==> config.mk <==
export PLATFORM = sky130hd
export DESIGN_NAME = acc_icb_slave_flat
export DESIGN_NICKNAME = d
export VERILOG_FILES = /design/src/rtl/acc_icb_pkg.sv /design/src/rtl/acc_icb_if.sv /design/src/rtl/icb_rsp_fifo.sv /design/src/rtl/acc_icb_slave.sv /design/src/flat_wrapper.sv
export SDC_FILE = /design/constraint.sdc
export NUM_CORES = 1
export LEC_CHECK = 0
export ABC_AREA = 1
export BUFFER_PORTS_ARGS = -buffer_cell sky130_fd_sc_hd__buf_4
export CAP_MARGIN = 5
export CORE_MARGIN = 1
export CORE_UTILIZATION = 25
export DETAILED_ROUTE_END_ITERATION = 10
export PLACE_DENSITY_LB_ADDON = 0.3
export SETUP_SLACK_MARGIN = 0.1
export SLEW_MARGIN = 20
export SYNTH_ARGS = -nofsm -noshare
export SYNTH_HDL_FRONTEND = slang
export SYNTH_SLANG_ARGS = --single-unit
export TNS_END_PERCENT = 50
==> constraint.sdc <==
create_clock -name clk -period 4.8 [get_ports clk]
set_clock_uncertainty 0.1 [all_clocks]
set_input_delay 0.96 -clock clk [delete_from_list [all_inputs] [get_ports clk]]
set_output_delay 0.96 -clock clk [all_outputs]
set_load 0.02 [all_outputs]
==> src/rtl/acc_icb_pkg.sv <==
// acc_icb_pkg
//   Shared definitions for the accelerator ICB register slave: register
//   offsets inside the 4 KB window, CTRL/STATUS bit positions, the register
//   selector enum, the response-queue entry type and the offset decoder.
package acc_icb_pkg;

  // Offset bits inside the register window; the upper 32-WIN_OFF_W address
  // bits must match the base address.
  localparam int WIN_OFF_W = 12;

  localparam logic [WIN_OFF_W-1:0] OFF_CTRL   = 12'h000;
  localparam logic [WIN_OFF_W-1:0] OFF_STATUS = 12'h004;
  localparam logic [WIN_OFF_W-1:0] OFF_IFM    = 12'h008;
  localparam logic [WIN_OFF_W-1:0] OFF_WGT    = 12'h00C;
  localparam logic [WIN_OFF_W-1:0] OFF_OFM    = 12'h010;
  localparam logic [WIN_OFF_W-1:0] OFF_LAYER  = 12'h014;
  localparam logic [WIN_OFF_W-1:0] OFF_CYCLE  = 12'h018;

  localparam int CTRL_START_BIT  = 0;
  localparam int CTRL_IRQ_EN_BIT = 1;
  localparam int STATUS_BUSY_BIT = 0;
  localparam int STATUS_DONE_BIT = 1;

  typedef enum logic [2:0] {
    REG_CTRL,
    REG_STATUS,
    REG_IFM,
    REG_WGT,
    REG_OFM,
    REG_LAYER,
    REG_CYCLE,
    REG_NONE
  } reg_sel_e;

  typedef struct packed {
    logic [31:0] rdata;
    logic        err;
  } rsp_entry_t;

  // Only exact word offsets are mapped; anything else (including misaligned
  // byte addresses of a mapped word) is a decode error.
  function automatic reg_sel_e decode_offset(input logic [WIN_OFF_W-1:0] off);
    case (off)
      OFF_CTRL:   return REG_CTRL;
      OFF_STATUS: return REG_STATUS;
      OFF_IFM:    return REG_IFM;
      OFF_WGT:    return REG_WGT;
      OFF_OFM:    return REG_OFM;
      OFF_LAYER:  return REG_LAYER;
      OFF_CYCLE:  return REG_CYCLE;
      default:    return REG_NONE;
    endcase
  endfunction

endpackage

==> src/rtl/acc_icb_if.sv <==
// acc_icb_if
//   ICB command/response channel between the core (master) and the
//   accelerator register slave.
//   Command : icb_cmd_valid/ready, icb_cmd_read, icb_cmd_addr[31:0],
//             icb_cmd_wdata[31:0], icb_cmd_wmask[3:0]
//   Response: icb_rsp_valid/ready, icb_rsp_rdata[31:0], icb_rsp_err
interface acc_icb_if;
  logic        icb_cmd_valid;
  logic        icb_cmd_ready;
  logic        icb_cmd_read;
  logic [31:0] icb_cmd_addr;
  logic [31:0] icb_cmd_wdata;
  logic [3:0]  icb_cmd_wmask;
  logic        icb_rsp_valid;
  logic        icb_rsp_ready;
  logic [31:0] icb_rsp_rdata;
  logic        icb_rsp_err;

  modport master (
    output icb_cmd_valid, icb_cmd_read, icb_cmd_addr, icb_cmd_wdata,
           icb_cmd_wmask, icb_rsp_ready,
    input  icb_cmd_ready, icb_rsp_valid, icb_rsp_rdata, icb_rsp_err
  );

  modport slave (
    input  icb_cmd_valid, icb_cmd_read, icb_cmd_addr, icb_cmd_wdata,
           icb_cmd_wmask, icb_rsp_ready,
    output icb_cmd_ready, icb_rsp_valid, icb_rsp_rdata, icb_rsp_err
  );
endinterface

==> src/rtl/icb_rsp_fifo.sv <==
// icb_rsp_fifo
//   Two-entry in-order response queue.
//   clk, rst        : clock, synchronous active-high reset (flushes queue)
//   push, push_data : enqueue one rsp_entry_t (ignored when full)
//   pop             : dequeue the head entry (ignored when empty)
//   head            : current head entry, all-zero while empty
//   count/full/empty: registered occupancy
module icb_rsp_fifo
  import acc_icb_pkg::*;
(
  input  logic       clk,
  input  logic       rst,
  input  logic       push,
  input  rsp_entry_t push_data,
  input  logic       pop,
  output rsp_entry_t head,
  output logic [1:0] count,
  output logic       full,
  output logic       empty
);

  rsp_entry_t mem_reg [2];
  logic       wr_ptr_reg;
  logic       rd_ptr_reg;
  logic [1:0] count_reg;
  logic       push_ok;
  logic       pop_ok;

  assign full    = (count_reg == 2'd2);
  assign empty   = (count_reg == 2'd0);
  assign count   = count_reg;
  assign push_ok = push & ~full;
  assign pop_ok  = pop & ~empty;

  // Zero the visible head while empty so rdata/err read 0 when idle.
  assign head = empty ? '0 : mem_reg[rd_ptr_reg];

  always_ff @(posedge clk) begin
    if (rst) begin
      wr_ptr_reg <= 1'b0;
      rd_ptr_reg <= 1'b0;
      count_reg  <= 2'd0;
      for (int i = 0; i < 2; i++) begin
        mem_reg[i] <= '0;
      end
    end else begin
      if (push_ok) begin
        mem_reg[wr_ptr_reg] <= push_data;
        wr_ptr_reg          <= ~wr_ptr_reg;
      end
      if (pop_ok) begin
        rd_ptr_reg <= ~rd_ptr_reg;
      end
      case ({push_ok, pop_ok})
        2'b10:   count_reg <= count_reg + 2'd1;
        2'b01:   count_reg <= count_reg - 2'd1;
        default: count_reg <= count_reg;
      endcase
    end
  end

endmodule

==> src/rtl/acc_icb_slave.sv <==
// acc_icb_slave
//   ICB register slave in front of the RepVGG accelerator. Decodes each
//   command against a small CSR file and queues one response per command.
//   Parameters: BASE_ADDR (4 KB window base), CNT_W (busy-cycle counter width)
//   clk, rst     : clock, synchronous active-high reset
//   bus          : ICB slave modport (command in, response out)
//   acc_start    : one-cycle start pulse to the accelerator
//   acc_done     : one-cycle completion pulse from the accelerator
//   cfg_*_addr   : buffer base addresses; cfg_layer: layer config word
//   irq          : level interrupt, DONE & IRQ_EN registered
module acc_icb_slave
  import acc_icb_pkg::*;
#(
  parameter logic [31:0] BASE_ADDR = 32'h1004_2000,
  parameter int          CNT_W     = 32
) (
  input  logic        clk,
  input  logic        rst,
  acc_icb_if.slave    bus,
  output logic        acc_start,
  input  logic        acc_done,
  output logic [31:0] cfg_ifm_addr,
  output logic [31:0] cfg_wgt_addr,
  output logic [31:0] cfg_ofm_addr,
  output logic [15:0] cfg_layer,
  output logic        irq
);

  logic             cmd_ready_reg;
  logic             irq_en_reg;
  logic             busy_reg;
  logic             done_reg;
  logic [31:0]      ifm_reg;
  logic [31:0]      wgt_reg;
  logic [31:0]      ofm_reg;
  logic [15:0]      layer_reg;
  logic [CNT_W-1:0] cycle_cnt_reg;
  logic             acc_start_reg;
  logic             irq_reg;

  logic             cmd_fire;
  logic             rsp_fire;
  logic             in_window;
  reg_sel_e         sel;
  logic             hit;
  logic             wr_fire;
  logic             start_go;
  logic             done_clr;
  logic             done_set;
  logic [31:0]      rd_data;
  logic [31:0]      byte_en;
  rsp_entry_t       rsp_in;
  rsp_entry_t       rsp_head;
  logic [1:0]       fifo_count;
  logic [1:0]       count_next;
  logic             fifo_full;
  logic             fifo_empty;

  genvar gi;

  // ---------------------------------------------------------------------------
  // Command decode
  // ---------------------------------------------------------------------------
  assign cmd_fire  = bus.icb_cmd_valid & cmd_ready_reg;
  assign rsp_fire  = ~fifo_empty & bus.icb_rsp_ready;
  assign in_window = (bus.icb_cmd_addr[31:WIN_OFF_W] == BASE_ADDR[31:WIN_OFF_W]);
  assign sel       = in_window ? decode_offset(bus.icb_cmd_addr[WIN_OFF_W-1:0]) : REG_NONE;
  assign hit       = (sel != REG_NONE);
  assign wr_fire   = cmd_fire & ~bus.icb_cmd_read & hit;

  // Expand the byte mask to a bit mask for read-modify-write merges.
  for (gi = 0; gi < 4; gi++) begin : g_byte_en
    assign byte_en[8*gi +: 8] = {8{bus.icb_cmd_wmask[gi]}};
  end

  // START/DONE bits live in byte 0, so they only act when wmask[0] is set.
  assign start_go = wr_fire & (sel == REG_CTRL) & bus.icb_cmd_wmask[0]
                  & bus.icb_cmd_wdata[CTRL_START_BIT] & ~busy_reg;
  assign done_clr = wr_fire & (sel == REG_STATUS) & bus.icb_cmd_wmask[0]
                  & bus.icb_cmd_wdata[STATUS_DONE_BIT];
  assign done_set = acc_done & busy_reg;

  // Read mux reflects register state before this edge's writes.
  always_comb begin
    rd_data = '0;
    case (sel)
      REG_CTRL:   rd_data[CTRL_IRQ_EN_BIT] = irq_en_reg;
      REG_STATUS: begin
        rd_data[STATUS_BUSY_BIT] = busy_reg;
        rd_data[STATUS_DONE_BIT] = done_reg;
      end
      REG_IFM:    rd_data = ifm_reg;
      REG_WGT:    rd_data = wgt_reg;
      REG_OFM:    rd_data = ofm_reg;
      REG_LAYER:  rd_data[15:0] = layer_reg;
      REG_CYCLE:  rd_data = 32'(cycle_cnt_reg);
      default:    rd_data = '0;
    endcase
  end

  always_comb begin
    rsp_in       = '0;
    rsp_in.err   = ~hit;
    rsp_in.rdata = (bus.icb_cmd_read & hit) ? rd_data : 32'd0;
  end

  // Next occupancy, used to register cmd_ready so it never depends
  // combinationally on icb_rsp_ready.
  always_comb begin
    count_next = fifo_count;
    if (cmd_fire && !rsp_fire) begin
      count_next = fifo_count + 2'd1;
    end else if (!cmd_fire && rsp_fire) begin
      count_next = fifo_count - 2'd1;
    end
  end

  // ---------------------------------------------------------------------------
  // Register file
  // ---------------------------------------------------------------------------
  always_ff @(posedge clk) begin
    if (rst) begin
      cmd_ready_reg <= 1'b0;
      irq_en_reg    <= 1'b0;
      busy_reg      <= 1'b0;
      done_reg      <= 1'b0;
      ifm_reg       <= '0;
      wgt_reg       <= '0;
      ofm_reg       <= '0;
      layer_reg     <= '0;
      cycle_cnt_reg <= '0;
      acc_start_reg <= 1'b0;
      irq_reg       <= 1'b0;
    end else begin
      cmd_ready_reg <= (count_next != 2'd2);
      acc_start_reg <= start_go;

      if (wr_fire && (sel == REG_CTRL) && bus.icb_cmd_wmask[0]) begin
        irq_en_reg <= bus.icb_cmd_wdata[CTRL_IRQ_EN_BIT];
      end
      if (wr_fire && (sel == REG_IFM)) begin
        ifm_reg <= (ifm_reg & ~byte_en) | (bus.icb_cmd_wdata & byte_en);
      end
      if (wr_fire && (sel == REG_WGT)) begin
        wgt_reg <= (wgt_reg & ~byte_en) | (bus.icb_cmd_wdata & byte_en);
      end
      if (wr_fire && (sel == REG_OFM)) begin
        ofm_reg <= (ofm_reg & ~byte_en) | (bus.icb_cmd_wdata & byte_en);
      end
      if (wr_fire && (sel == REG_LAYER)) begin
        layer_reg <= (layer_reg & ~byte_en[15:0]) | (bus.icb_cmd_wdata[15:0] & byte_en[15:0]);
      end

      // done_set needs busy=1 and start_go needs busy=0, so they never collide.
      if (done_set) begin
        busy_reg <= 1'b0;
      end else if (start_go) begin
        busy_reg <= 1'b1;
      end

      // A completion arriving with a W1C clear keeps DONE set.
      if (done_set) begin
        done_reg <= 1'b1;
      end else if (done_clr) begin
        done_reg <= 1'b0;
      end

      if (start_go) begin
        cycle_cnt_reg <= '0;
      end else if (busy_reg) begin
        cycle_cnt_reg <= cycle_cnt_reg + 1'b1;
      end

      irq_reg <= done_reg & irq_en_reg;
    end
  end

  // ---------------------------------------------------------------------------
  // Response queue
  // ---------------------------------------------------------------------------
  icb_rsp_fifo u_rsp_fifo (
    .clk       (clk),
    .rst       (rst),
    .push      (cmd_fire),
    .push_data (rsp_in),
    .pop       (rsp_fire),
    .head      (rsp_head),
    .count     (fifo_count),
    .full      (fifo_full),
    .empty     (fifo_empty)
  );

  assign bus.icb_cmd_ready = cmd_ready_reg;
  assign bus.icb_rsp_valid = ~fifo_empty;
  assign bus.icb_rsp_rdata = rsp_head.rdata;
  assign bus.icb_rsp_err   = rsp_head.err;

  assign acc_start    = acc_start_reg;
  assign irq          = irq_reg;
  assign cfg_ifm_addr = ifm_reg;
  assign cfg_wgt_addr = wgt_reg;
  assign cfg_ofm_addr = ofm_reg;
  assign cfg_layer    = layer_reg;

  // fifo_full is implied by the registered ready; kept for visibility only.
  logic unused_full;
  assign unused_full = fifo_full;

endmodule

==> src/flat_wrapper.sv <==
// flat-port wrapper written by rule: the top's interface ports become plain ports
module acc_icb_slave_flat import acc_icb_pkg::*;
#(
  parameter logic [31:0] BASE_ADDR = 32'h1004_2000,
  parameter int          CNT_W     = 32
)
  (clk, rst, acc_start, acc_done, cfg_ifm_addr, cfg_wgt_addr, cfg_ofm_addr, cfg_layer, irq, bus_icb_cmd_valid, bus_icb_cmd_read, bus_icb_cmd_addr, bus_icb_cmd_wdata, bus_icb_cmd_wmask, bus_icb_rsp_ready, bus_icb_cmd_ready, bus_icb_rsp_valid, bus_icb_rsp_rdata, bus_icb_rsp_err);
  acc_icb_if bus_i ();
  input  logic clk;
  input  logic rst;
  output logic acc_start;
  input  logic acc_done;
  output logic [31:0] cfg_ifm_addr;
  output logic [31:0] cfg_wgt_addr;
  output logic [31:0] cfg_ofm_addr;
  output logic [15:0] cfg_layer;
  output logic irq;
  input wire logic [$bits(bus_i.icb_cmd_valid)-1:0] bus_icb_cmd_valid;
  input wire logic [$bits(bus_i.icb_cmd_read)-1:0] bus_icb_cmd_read;
  input wire logic [$bits(bus_i.icb_cmd_addr)-1:0] bus_icb_cmd_addr;
  input wire logic [$bits(bus_i.icb_cmd_wdata)-1:0] bus_icb_cmd_wdata;
  input wire logic [$bits(bus_i.icb_cmd_wmask)-1:0] bus_icb_cmd_wmask;
  input wire logic [$bits(bus_i.icb_rsp_ready)-1:0] bus_icb_rsp_ready;
  output wire logic [$bits(bus_i.icb_cmd_ready)-1:0] bus_icb_cmd_ready;
  output wire logic [$bits(bus_i.icb_rsp_valid)-1:0] bus_icb_rsp_valid;
  output wire logic [$bits(bus_i.icb_rsp_rdata)-1:0] bus_icb_rsp_rdata;
  output wire logic [$bits(bus_i.icb_rsp_err)-1:0] bus_icb_rsp_err;
  assign bus_i.icb_cmd_valid = bus_icb_cmd_valid;
  assign bus_i.icb_cmd_read = bus_icb_cmd_read;
  assign bus_i.icb_cmd_addr = bus_icb_cmd_addr;
  assign bus_i.icb_cmd_wdata = bus_icb_cmd_wdata;
  assign bus_i.icb_cmd_wmask = bus_icb_cmd_wmask;
  assign bus_i.icb_rsp_ready = bus_icb_rsp_ready;
  assign bus_icb_cmd_ready = bus_i.icb_cmd_ready;
  assign bus_icb_rsp_valid = bus_i.icb_rsp_valid;
  assign bus_icb_rsp_rdata = bus_i.icb_rsp_rdata;
  assign bus_icb_rsp_err = bus_i.icb_rsp_err;
  acc_icb_slave #(.BASE_ADDR(BASE_ADDR), .CNT_W(CNT_W)) u_core (.clk(clk), .rst(rst), .bus(bus_i), .acc_start(acc_start), .acc_done(acc_done), .cfg_ifm_addr(cfg_ifm_addr), .cfg_wgt_addr(cfg_wgt_addr), .cfg_ofm_addr(cfg_ofm_addr), .cfg_layer(cfg_layer), .irq(irq));
endmodule
==> out/summary.txt <==
====================================================================================================
Status ................................................................................ finished, final reports clean
Initial antenna violation count .......................................................            0
Detailed Route WL ..................................................................... 38,100 microns
Register share of total power .........................................................        0.421
First-pass GRT wire length ............................................................ 57,900 microns
Gp weighted congestion ................................................................        0.870
Sequential-to-total area share from yosys stat ........................................        0.465
CTS tree ..............................................................................          yes
Post-CTS sizing .......................................................................            0
Hold-critical path depth ..............................................................            2
Std cell rows .........................................................................           76
Drt pass-1 iters ......................................................................            5
Placed wire-length estimate ........................................................... 28,400 microns
Total standard cell area after synthesis .............................................. 10,900 sq um
CP max FO .............................................................................           35
Relative slew slack ...................................................................        0.283
Power share of the clock group ........................................................        0.380
Top cell type's share of synthesized area .............................................        0.284
Relative area change from synthesis to final layout ...................................        27.4%
Horizontal die dimension ..............................................................  211 microns
R2r startpoint ........................................................................ u_core.bus.icb_cmd_ready
Core Box Area ......................................................................... 43,100 sq um
Die area .............................................................................. 44,600 sq um
Fraction of the core area covered by cells at the end of the flow .....................        0.323
Clock-pin slew reported for the worst setup and hold paths after clock tree synthesis .      0.06 ns
Final Hold Violating Endpoints ........................................................            0
Commonest cells after routing, fill and taps aside .................................... nor2_1 (389), nand2_1 (352), buf_4 (234)
Worst path arrival time ...............................................................      2.66 ns
Commonest non-fill, non-tap cell in the layout ........................................       nor2_1
Power per standard cell area ..........................................................  341 nW/um^2
GRT Total Usage .......................................................................        0.168
Setup-failing EPs final ...............................................................            0
Biggest area contributors in the synthesized netlist .................................. dfxtp_1 (28%), edfxtp_1 (18%), nor2_1 (13%)
Worst setup slack for register-to-register paths ......................................      2.12 ns
Die Y .................................................................................  211 microns
Number of buffers on the longest clock path ...........................................            3
Total chip power ......................................................................      4.75 mW
Overflow left after global routing ....................................................            0
Post-Synthesis Net Count ..............................................................        1,592
TritonCTS Buffers .....................................................................           25
Max Cap Violations ....................................................................            0
Distinct cells, synth .................................................................           38
CP startpoint kind ....................................................................    flip-flop
Total negative setup slack ............................................................         0 ns
Average footprint of a synthesized cell ...............................................   7.22 sq um
Number of sinks driven by the clock tree ..............................................          221
I/O pins ..............................................................................          223
Total DRC errors in the routed layout .................................................            0
Number of max-slew violations in the final report .....................................            0
Nature of the critical path endpoint ..................................................   output pin
Vias per cell .........................................................................         4.41
Port Buffers ..........................................................................          222
Starting density of the core ..........................................................        0.254
CTS root buf ..........................................................................    clkbuf_16
Min Tclk post-route ...................................................................      3.72 ns
Worst reg2reg path depth ..............................................................            7
H-tree levels .........................................................................            1
Primary flip-flop cell chosen by synthesis mapping ....................................      dfxtp_1
Class of the tightest hold or removal check ...........................................      reg2reg
Number of hold buffers added after CTS ................................................            0
Ys async rst share ....................................................................            0
Top cell type by total area after synthesis ...........................................      dfxtp_1
Antenna Diode Count ...................................................................            0
FF+latch count, synth .................................................................          221
Post-CTS setup repair buffer count ....................................................            0
Setup repair after global routing missed its margin ...................................           no
Initial drt markers ...................................................................          595
Final antenna-violating net count .....................................................            0
Required time at the endpoint of the critical path ....................................      3.74 ns
Net load switching power ..............................................................      1.44 mW
Final Cycle Share .....................................................................        0.774
Fraction of layout instances using a drive strength above 1 ...........................        0.194
Total of warnings raised by yosys .....................................................            0
Top achievable clock speed ............................................................      269 MHz
Final #Nets ...........................................................................        1,796
Pleak .................................................................................      6.05 nW
Worst flop-to-flop path endpoint ...................................................... u_core.cycle_cnt_reg[15]
Clk Latency, worst-skew pair ..........................................................      0.54 ns
Start-to-end type of the worst setup path .............................................      reg2out
Maximum number of pins on one net before global-route repair ..........................           53
Sw frac ...............................................................................        0.303
Worst Max-Slew Pin Slew ...............................................................      1.07 ns
Maximum VDD drop ......................................................................     0.201 mV
Vias in the first global route ........................................................        9,730
Number of enable-type register cells in the synthesized netlist .......................           66
Via count of the routed design ........................................................        10.2k
Combinational share of power ..........................................................        0.199
Wire length per cell .................................................................. 16.4 microns
Internal power summed over all cells ..................................................      3.31 mW
Startpoint of the worst setup timing path ............................................. u_core.u_rsp_fifo.count[0]
Gate count after technology mapping ...................................................        1,514
====================================================================================================
[cell families after synthesis]
logic type | Yosys count | synth area share
and+or+nand+nor | 917 | 0.363
DFF | 221 | 0.465
buffers and inverters | 196 | 0.0737
AOI/OAI and AO/OA | 142 | 0.0662
xor gates and xnor gates | 33 | 0.0264
adders and majority gates | 4 | 0.00458
muxes | 1 | 0.000915
[how the worst max path moves through the flow]
stage	endpoint	slack [ns]
floorplan	u_core.u_rsp_fifo.mem_reg[0][0]	1.84
finish	bus_icb_rsp_rdata[8]	1.08
detailed placement	u_core.cycle_cnt_reg[16]	1.32
global placement	u_core.cycle_cnt_reg[7]	1.33
CTS	bus_icb_rsp_rdata[3]	1.03
global route	bus_icb_rsp_rdata[3]	0.84
[cell type report]
class,count,area [sq um]
clock inverters,9,51.3
repair buffers,235,1780
well taps,585,732
inverters,138,518
flip-flops and latches,221,5080
multi-input cells,1097,5060
clock buffers,37,711
fillers,4606,29100
[routing by layer]
| layer | vias to the layer above | part of all wire | global-route usage | routed length (microns) |
|---|---|---|---|---|
| met2 | 284 | 0.46 | 0.276 | 17700 |
| met4 | 0 | 0.013 | 0.0370 | 497 |
| met1 | 4735 | 0.46 | 0.229 | 17600 |
| met5 | - | 0 | 0 | 0 |
| met3 | 27 | 0.061 | 0.0293 | 2330 |
| li1 | 5186 | - | - | - |
[critical path: stages (launching register included)]
cell     delay [ns]
dfxtp_1        0.33
inv_1          0.09
ha_1           0.21
inv_1          0.78
o21ai_0        0.20
nor2_1         0.30
buf_4          0.21
[power groups by stage]
stage	Sequential (mW)	Clock [mW]	Combinational, mW
finish	2.00	1.80	0.945
global route	2.00	1.91	1.04
CTS	2.00	1.85	0.972
detailed placement	2.04	0	0.968
global placement	2.04	0	0.962
floorplan	2.04	0	0.504
[per-stage QoR]
stage	worst slack, ns	area, sq um	std cells	hold slack [ns]
after CTS	1.03	13900	2322	0.386
after global routing	0.843	13900	2322	0.405
after floorplan	1.84	10900	1514	0.320
after global placement	1.33	13200	2276	0.371
final	1.08	13900	2322	0.387
after detailed placement	1.32	13200	2276	0.378
[cell usage after synthesis, types with 3 or more instances]
cell / number
nor2_4: 8
nor3_2: 4
o21ai_0: 82
nor3_1: 43
inv_1: 125
nand4_1: 11
nor2_2: 11
xnor2_1: 6
dfxtp_1: 155
edfxtp_1: 66
buf_2: 17
nand3_1: 63
nand3_2: 3
nand2_2: 10
nor2_8: 3
buf_6: 4
xor2_1: 27
nor4_1: 5
nor2_1: 389
buf_4: 5
inv_2: 12
a21oi_1: 38
nand2_1: 352
nand3_4: 6
o21ai_1: 18
nand2_4: 6
buf_1: 5
ha_1: 4
clkbuf_1: 27
Power figures use the tool's default switching activity.
